### src/rtl/musica_pkg.sv
// Note codes, tone values, song entry layout, FSM states and the fixed melody ROM
// shared by the melody sequencer and its beat generator.
package musica_pkg;

    localparam logic [2:0] NOTA_OFF = 3'd0;
    localparam logic [2:0] NOTA_A   = 3'd1;
    localparam logic [2:0] NOTA_B   = 3'd2;
    localparam logic [2:0] NOTA_C   = 3'd3;
    localparam logic [2:0] NOTA_D   = 3'd4;
    localparam logic [2:0] NOTA_E   = 3'd5;
    localparam logic [2:0] NOTA_F   = 3'd6;
    localparam logic [2:0] NOTA_G   = 3'd7;

    localparam logic TOM_ALTO  = 1'b0;
    localparam logic TOM_BAIXO = 1'b1;

    // dur holds beats-1, so a note lasts dur+1 beats before its silent beat
    typedef struct packed {
        logic [2:0] nota;
        logic       tom;
        logic [2:0] dur;
    } entrada_t;

    typedef enum logic [1:0] {
        ST_IDLE = 2'd0,
        ST_PLAY = 2'd1,
        ST_GAP  = 2'd2
    } estado_t;

    localparam entrada_t SONG_ROM [16] = '{
        '{NOTA_C,   TOM_ALTO,  3'd1},
        '{NOTA_D,   TOM_ALTO,  3'd0},
        '{NOTA_E,   TOM_ALTO,  3'd0},
        '{NOTA_G,   TOM_BAIXO, 3'd2},
        '{NOTA_F,   TOM_ALTO,  3'd1},
        '{NOTA_E,   TOM_ALTO,  3'd0},
        '{NOTA_D,   TOM_ALTO,  3'd0},
        '{NOTA_OFF, TOM_ALTO,  3'd1},
        '{NOTA_A,   TOM_BAIXO, 3'd0},
        '{NOTA_B,   TOM_BAIXO, 3'd0},
        '{NOTA_C,   TOM_ALTO,  3'd2},
        '{NOTA_G,   TOM_ALTO,  3'd1},
        '{NOTA_F,   TOM_BAIXO, 3'd0},
        '{NOTA_E,   TOM_ALTO,  3'd0},
        '{NOTA_D,   TOM_ALTO,  3'd1},
        '{NOTA_C,   TOM_ALTO,  3'd3}
    };

endpackage

### src/rtl/gerador_tick.sv
// Purpose: beat prescaler, counts 0..TICK_DIV-1 and flags the last count as the beat.
// Latency: beat is combinational from the count register; clr zeroes the count next edge.
// Backpressure: none; free-running whenever clr is low.
module gerador_tick #(
    parameter int TICK_DIV = 12_500_000
) (
    input  logic clk,
    input  logic rst_n,
    input  logic clr,
    output logic beat
);

    localparam int CW = (TICK_DIV > 2) ? $clog2(TICK_DIV) : 1;
    localparam logic [CW-1:0] CNT_MAX = CW'(TICK_DIV - 1);

    logic [CW-1:0] cnt;

    always_ff @(posedge clk or negedge rst_n) begin
        if (!rst_n) begin
            cnt <= '0;
        end else if (clr || cnt == CNT_MAX) begin
            cnt <= '0;
        end else begin
            cnt <= cnt + 1'b1;
        end
    end

    assign beat = (cnt == CNT_MAX);

endmodule

### src/rtl/sequenciador_notas.sv
// Purpose: walks SONG_ROM driving note code {N1,N2,N3} and tone D, one silent beat after each note.
// Latency: start/stop sampled at an edge take effect on the outputs right after that edge.
// Backpressure: none; start while busy is ignored, stop always wins. SEQ_LOOP_EN selects looping playback.
module sequenciador_notas #(
    parameter int TICK_DIV = 12_500_000,
    parameter int SONG_LEN = 16
) (
    input  logic       clk,
    input  logic       rst_n,
    input  logic       start,
    input  logic       stop,
    output logic       N1,
    output logic       N2,
    output logic       N3,
    output logic       D,
    output logic       busy,
    output logic       done,
    output logic [3:0] idx
);

    import musica_pkg::*;

    localparam logic [3:0] IDX_ULTIMO = 4'(SONG_LEN - 1);

    estado_t    state, state_nxt;
    logic [2:0] beat_cnt, beat_cnt_nxt;
    logic [3:0] idx_nxt;
    logic [2:0] nota_nxt;
    logic       tom_nxt, busy_nxt, done_nxt;
    logic       beat;

    // Prescaler held at zero while idle so the first note gets full beats
    gerador_tick #(
        .TICK_DIV (TICK_DIV)
    ) u_tick (
        .clk   (clk),
        .rst_n (rst_n),
        .clr   (state == ST_IDLE),
        .beat  (beat)
    );

    always_comb begin
        state_nxt    = state;
        idx_nxt      = idx;
        beat_cnt_nxt = beat_cnt;
        done_nxt     = 1'b0;
        nota_nxt     = NOTA_OFF;
        tom_nxt      = TOM_ALTO;

        case (state)
            ST_IDLE: begin
                if (start) begin
                    state_nxt    = ST_PLAY;
                    idx_nxt      = '0;
                    beat_cnt_nxt = '0;
                end
            end
            ST_PLAY: begin
                if (beat) begin
                    if (beat_cnt == SONG_ROM[idx].dur) begin
                        state_nxt    = ST_GAP;
                        beat_cnt_nxt = '0;
                    end else begin
                        beat_cnt_nxt = beat_cnt + 3'd1;
                    end
                end
            end
            ST_GAP: begin
                if (beat) begin
                    if (idx == IDX_ULTIMO) begin
                        idx_nxt = '0;
`ifdef SEQ_LOOP_EN
                        state_nxt = ST_PLAY;
`else
                        state_nxt = ST_IDLE;
                        done_nxt  = 1'b1;
`endif
                    end else begin
                        state_nxt = ST_PLAY;
                        idx_nxt   = idx + 4'd1;
                    end
                end
            end
            default: begin
                state_nxt = ST_IDLE;
                idx_nxt   = '0;
            end
        endcase

        if (stop) begin
            state_nxt    = ST_IDLE;
            idx_nxt      = '0;
            beat_cnt_nxt = '0;
            done_nxt     = 1'b0;
        end

        // Outputs reflect the state being entered, so they register in step with it
        if (state_nxt == ST_PLAY) begin
            nota_nxt = SONG_ROM[idx_nxt].nota;
            tom_nxt  = SONG_ROM[idx_nxt].tom;
        end
        busy_nxt = (state_nxt != ST_IDLE);
    end

    always_ff @(posedge clk or negedge rst_n) begin
        if (!rst_n) begin
            state    <= ST_IDLE;
            beat_cnt <= '0;
            idx      <= '0;
            {N1, N2, N3} <= NOTA_OFF;
            D        <= TOM_ALTO;
            busy     <= 1'b0;
            done     <= 1'b0;
        end else begin
            state    <= state_nxt;
            beat_cnt <= beat_cnt_nxt;
            idx      <= idx_nxt;
            {N1, N2, N3} <= nota_nxt;
            D        <= tom_nxt;
            busy     <= busy_nxt;
            done     <= done_nxt;
        end
    end

endmodule

### config.mk
export PLATFORM = sky130hd
export DESIGN_NAME = sequenciador_notas
export DESIGN_NICKNAME = d
export VERILOG_FILES = /design/src/rtl/musica_pkg.sv /design/src/rtl/gerador_tick.sv /design/src/rtl/sequenciador_notas.sv
export SDC_FILE = /design/constraint.sdc
export NUM_CORES = 1
export LEC_CHECK = 0
export ABC_CLOCK_PERIOD_IN_PS = 3400
export BUFFER_PORTS_ARGS = -buffer_cell sky130_fd_sc_hd__buf_2
export CORE_MARGIN = 8
export CORE_UTILIZATION = 45
export DETAILED_ROUTE_END_ITERATION = 8
export GPL_TIMING_DRIVEN = 0
export PLACE_DENSITY = 0.61
export SLEW_MARGIN = 5
export SYNTH_ARGS = -nofsm -noshare
export SYNTH_HDL_FRONTEND = slang
export SYNTH_SLANG_ARGS = --single-unit
export TNS_END_PERCENT = 10
### constraint.sdc
create_clock -name clk -period 3.4 [get_ports clk]
set_input_delay 0.34 -clock clk [delete_from_list [all_inputs] [get_ports clk]]
set_output_delay 0.34 -clock clk [all_outputs]
set_load 0.005 [all_outputs]
==> metrics.md, run 1 <==
| Metric | Value |
|---|---|
| P per Cell Area | `333 nW/um2` |
| Post-Synthesis Cells | `245` |
| Dpl hpwl | `3520 um` |
| Initial antenna violation count | `0` |
| Post-CTS setup buffer count | `0` |
| Post-synthesis net count | `261` |
| Count leader, synth | `nor2_1` |
| Fin nets | `280` |
| Detail Route Antenna Nets | `0` |
| CP cell instances | `ha_1, and4_2, nand2_1, or4_1, mux2i_4, inv_1, ha_1, o21ba_2, mux2i_1, o32ai_1, a211oi_1, a211oi_2` |
| Cell taking the most area after synthesis | `dfrtp_1` |
| Worst setup startpoint | `u_tick.cnt[0]` |
| Async SR Flop Fraction | `1.00` |
| Ys Warns | `0` |
| RR Endpoint | `N2` |
| Final Power | `0.873 mW` |
| Top post-synthesis cells by area | `dfrtp_1 41%, nor2_1 6.5%, ha_1 6.3%` |
| Drt drc | `0` |
| Min Tclk post-route | `3.13 ns` |
| CP Data Required Time | `3.61 ns` |
| Top_reg_cell synth | `dfrtp_1` |
| DP Worst Slack | `0.0247 ns` |
| Commonest cells post-synth | `41 x nor2_1, 39 x dfrtp_1, 20 x nand2_1, 15 x xor2_1, 12 x ha_1` |
| Register area share after synthesis | `0.412` |
| Peak supply drop | `0.260 mV` |
| CP max stage delay | `0.59 ns` |
| Initial Utilization | `0.463` |
| Delay-heaviest family, CP | `simple AND/OR/NAND/NOR gates` |
| EDFF count, synth | `0` |
| Dpl cell area | `2510 um2` |
| Fillers | `505` |
| CTS tree | `done` |
| Final Util | `0.513` |
| Initial drt markers | `116` |
| Worst-case clock buffer depth | `2` |
| Setup-failing EPs final | `0` |
| Slew Limit Fails | `0` |
| Post-Layout Inst Area | `2620 um2` |
| Total die area | `7840 um2` |
| Library cells used by synthesis | `57` |
| RR Startpoint | `u_tick.cnt[0]` |
| Synth-to-Final Area Change | `10.7%` |
| H-Tree Depth | `2` |
| Max frequency | `0.319 GHz` |
| Critical Path Sink | `N2` |
| WL final | `4920 um` |
| PostCTS Resize Cnt | `1` |
| LEAKAGE | `1.12 nW` |
| Root Driver | `clkbuf_8` |
| Period utilisation layout | `0.922` |
| CTS Sinks | `39` |
| Clock-pin slew on the worst setup and hold paths | `0.08 ns` |
| Hold violation total from the final report | `0` |
| CTS Buf Count | `5` |
| Die X | `88.5 um` |
| Die height | `88.5 um` |
| Critical path's most frequent cell | `ha_1` |
| Crit end category | `flip-flop` |
| Area share of the largest cell type after synthesis | `0.412` |
| DR vias | `1822` |
| Core ar. | `5110 um2` |
| Yosys reg bits | `39` |
| Critical path class | `reg -> reg` |
| First-pass GRT wire length | `8430 um` |
| MaxCap Viol Count | `0` |
| CP bufs+invs | `1` |
| Vias in the first global route | `1769` |
| Worst-Margin Slew | `0.880 ns` |
| Worst setup SP type | `flip-flop` |
| Reg2Reg Setup Slack | `0.27 ns` |
| Worst EP arrival | `3.34 ns` |
| R2R cell count | `12` |
| Post-Syn Area | `2370 um2` |
| Rel. slew slack | `0.413` |
| N_diodes | `0` |
| Rows | `26` |
| Largest net degree at the start of global routing | `40` |
| # IOs | `14` |
| Slowest CP cell | `or4_1` |
| Status | `complete, no violations` |
| DR vias/cell | `5.44` |
| Total Neg Setup Slack | `0 ns` |
| Mapped Avg Cell Area | `9.66 um2` |
| Routability cong. | `0.818` |
| DP Cell Count | `327` |
| Setup Skew | `0.00866 ns` |
| Crit path depth | `12` |
| Hold buffer count at cts | `0` |
| Overflow after GRT | `0` |
| Crit path max fanout | `7` |
| Hold Slack | `0.172 ns` |
| Mean routed wirelength per cell | `14.7 um` |
| Post-Layout Cell Count | `335` |
| Number of port buffers | `12` |
| RSZ-0062 raised after global routing | `no` |
| Share of post-route cells with drive strength above 1 | `0.166` |
| Global-route usage over all layers | `0.137` |
| Worst skew pair latency | `0.29 ns` |
| Hold Path Class | `in -> async` |
| Min setup slack post-route | `0.267 ns` |
| Pre-antenna DRT Iters | `4` |
[how the worst min path moves through the flow]
stage / startpoint / endpoint / slack, ns
floorplan: rst_n / D / 0.04
global placement: u_tick.cnt[0] / u_tick.cnt[0] / 0.48
detailed placement: u_tick.cnt[0] / u_tick.cnt[0] / 0.49
CTS: rst_n / u_tick.cnt[9] / 0.20
global route: rst_n / u_tick.cnt[9] / 0.25
finish: rst_n / u_tick.cnt[5] / 0.17
[power by group]
part | leakage, nW | internal, mW | switching (mW)
clock network | 0.0422 | 0.144 | 0.154
registers | 0.529 | 0.482 | 0.0200
logic | 0.551 | 0.0264 | 0.0464
total | 1.12 | 0.652 | 0.221
[cells in the final DEF (no fill, tap or decap), types with 3 or more instances in the layout]
cell,n
xor2_1,15
inv_1,9
a21oi_1,5
nor3_1,7
and4_1,4
mux2i_1,3
clkbuf_1,5
clkbuf_8,5
nor2b_1,4
buf_2,13
and3_1,3
xnor2_1,9
dfrtp_1,39
nand4_1,6
nand3_1,9
nand2_1,20
ha_1,12
nor2_1,40
[sequential cells by signal, summed over array words and instances (netlist names)]
register	cells
idx	4
u_tick.cnt	24
busy	1
beat_cnt	3
state	2
N1	1
N3	1
N2	1
done	1
D	1
[metal layers]
layer  up-vias  GRT usage  part of all wire
met1       875      0.192              0.53
met3         6     0.0279             0.033
met4         0     0.0553             0.015
met2        32      0.198              0.42
li1        909          -                 -
met5         -          0                 0
[layout make-up]
class	instances	area, um2	area share
Inverter	10	37.5	0.0143
Timing Repair Buffer	12	60.1	0.0229
Sequential cell	39	976	0.372
Buffer	5	20.0	0.00764
Multi-Input combinational cell	191	1360	0.518
Clock buffer	7	76.3	0.0291
Tap cell	70	87.6	0.0334
Clock inverter	1	5.00	0.00191
[logic make-up after synthesis]
| family | after synthesis | synth area share |
|---|---|---|
| xor+xnor | 24 | 0.0888 |
| buf+inv | 15 | 0.0243 |
| fa+ha+maj | 12 | 0.0634 |
| simple gates | 114 | 0.259 |
| flops | 39 | 0.412 |
| mux | 6 | 0.0312 |
| compound gates | 35 | 0.121 |
No activity file was read; power rests on OpenSTA's default activity.
==> inputs of run 2 (changes only) <==
--- a/config.mk
+++ b/config.mk
@@ -11,7 +11,9 @@
 export CORE_UTILIZATION = 45
 export DETAILED_ROUTE_END_ITERATION = 8
 export GPL_TIMING_DRIVEN = 0
+export HOLD_SLACK_MARGIN = 0.08
 export PLACE_DENSITY = 0.61
+export REMOVE_ABC_BUFFERS = 1
 export SLEW_MARGIN = 5
 export SYNTH_ARGS = -nofsm -noshare
 export SYNTH_HDL_FRONTEND = slang
==> metrics.md, run 2 (same netlist as run 1, synthesis figures left out) <==
| Metric | Value |
|---|---|
| Status | `complete, no violations` |
| Die height | `88.5 um` |
| CTS tree | `done` |
| N_diodes | `0` |
| DR vias | `1835` |
| Worst setup SP type | `flip-flop` |
| Slew Limit Fails | `0` |
| Worst skew pair latency | `0.29 ns` |
| Share of post-route cells with drive strength above 1 | `0.176` |
| Post-CTS setup buffer count | `0` |
| Pre-antenna DRT Iters | `4` |
| Synth-to-Final Area Change | `11.0%` |
| Fin nets | `277` |
| Initial Utilization | `0.463` |
| Crit path max fanout | `7` |
| Crit end category | `flip-flop` |
| Setup-failing EPs final | `0` |
| Final Util | `0.514` |
| Most common cell after layout, fill and taps aside | `nor2_1` |
| DR vias/cell | `5.53` |
| Hold violation total from the final report | `0` |
| CTS Buf Count | `5` |
| RSZ-0062 raised after global routing | `no` |
| Hold buffer count at cts | `0` |
| CP max stage delay | `0.59 ns` |
| Worst-case clock buffer depth | `2` |
| Initial antenna violation count | `0` |
| Die X | `88.5 um` |
| DP Cell Count | `324` |
| Rel. slew slack | `0.412` |
| Overflow after GRT | `0` |
| Min Tclk post-route | `3.16 ns` |
| Largest net degree at the start of global routing | `40` |
| Period utilisation layout | `0.929` |
| Slowest CP cell | `or4_1` |
| # IOs | `14` |
| Rows | `26` |
| CTS Sinks | `39` |
| Total Neg Setup Slack | `0 ns` |
| Total die area | `7840 um2` |
| LEAKAGE | `1.13 nW` |
| Dpl hpwl | `3410 um` |
| Hold Path Class | `in -> async` |
| Detail Route Antenna Nets | `0` |
| CP Data Required Time | `3.61 ns` |
| R2R cell count | `12` |
| Commonest non-fill, non-tap cells in the layout | `40 x nor2_1, 39 x dfrtp_1, 19 x nand2_1` |
| Vias in the first global route | `1690` |
| Root Driver | `clkbuf_8` |
| Max frequency | `0.317 GHz` |
| Critical path's most frequent cell | `ha_1` |
| Largest registers | `u_tick.cnt: 24 flops, idx: 4 flops, beat_cnt: 3 flops` |
| Setup Skew | `0.00883 ns` |
| P per Cell Area | `336 nW/um2` |
| Core ar. | `5110 um2` |
| Initial drt markers | `155` |
| Number of port buffers | `13` |
| MaxCap Viol Count | `0` |
| H-Tree Depth | `2` |
| Post-Layout Cell Count | `332` |
| Peak supply drop | `0.259 mV` |
| Fillers | `504` |
| Register with the highest flop count | `u_tick.cnt` |
| RR Endpoint | `N2` |
| Clock-pin slew on the worst setup and hold paths | `0.08 ns` |
| Hold Slack | `0.166 ns` |
| Critical path class | `reg -> reg` |
| WL final | `4790 um` |
| Worst-Margin Slew | `0.882 ns` |
| Mean routed wirelength per cell | `14.4 um` |
| Worst EP arrival | `3.37 ns` |
| Drt drc | `0` |
| Routability cong. | `0.907` |
| Global-route usage over all layers | `0.138` |
| First-pass GRT wire length | `8440 um` |
| Reg2Reg Setup Slack | `0.24 ns` |
| CP cell instances | `ha_1, and4_1, nand2_1, or4_1, mux2i_4, inv_1, ha_1, o21ba_2, mux2i_1, o32ai_1, a211oi_1, a211oi_2` |
| Largest register FFs | `24` |
| RR Startpoint | `u_tick.cnt[0]` |
## run 2: power by group
group / switching (mW) / leakage [nW] / internal (mW)
Combinational: 0.0449 / 0.556 / 0.0281
Clock: 0.164 / 0.0412 / 0.143
Sequential: 0.0210 / 0.529 / 0.481
Total: 0.230 / 1.13 / 0.653
## run 2: cell type report
class	instances	area, um2	area share
clock inverter	2	12.5	0.00476
clock buffer	6	72.6	0.0276
sequential	39	976	0.371
timing repair buffer	14	80.1	0.0305
inverter	10	37.5	0.0143
tap	70	87.6	0.0333
multi-input combinational	191	1360	0.518
## run 2: worst max path at each step
| stage | startpoint | end | slack [ns] | depth (start not counted) |
|---|---|---|---|---|
| finish | u_tick.cnt[0] | N2 | 0.24 | 12 |
| global route | u_tick.cnt[0] | N2 | 0.03 | 12 |
| CTS | u_tick.cnt[0] | N2 | 0.008 | 12 |
| detailed placement | u_tick.cnt[0] | N2 | 0.05 | 12 |
| global placement | u_tick.cnt[0] | N2 | 0.004 | 12 |
| floorplan | u_tick.cnt[0] | N2 | 0.49 | 12 |
## run 2: worst max-delay path, delay by kind of cell (launching register included)
family	cells	cell delay, ns
flops	1	0.39
compound gates	4	0.68
fa+ha+maj	2	0.48
buf+inv	1	0.10
mux	2	0.33
simple gates	3	1.09
## run 2: metal layers
layer | track usage | wire [um] | vias up
li1 | - | - | 902
met1 | 0.202 | 2460 | 893
met2 | 0.189 | 2060 | 34
met3 | 0.0297 | 205 | 6
met4 | 0.0507 | 62 | 0
met5 | 0 | 0 | -
## run 2: per-stage QoR
step | setup WS (ns) | area, um2 | power, mW
after floorplan | 0.486 | 2350 | 0.551
after global placement | 0.00382 | 2500 | 0.581
after detailed placement | 0.0526 | 2520 | 0.586
after CTS | 0.00772 | 2600 | 0.899
after global routing | 0.0286 | 2630 | 0.935
final | 0.241 | 2630 | 0.883
## run 2: what timing repair did
item                       4_1_cts  5_1_grt
hold endpoints to repair         0        0
resized for setup                0        5
setup endpoints to repair        0        2
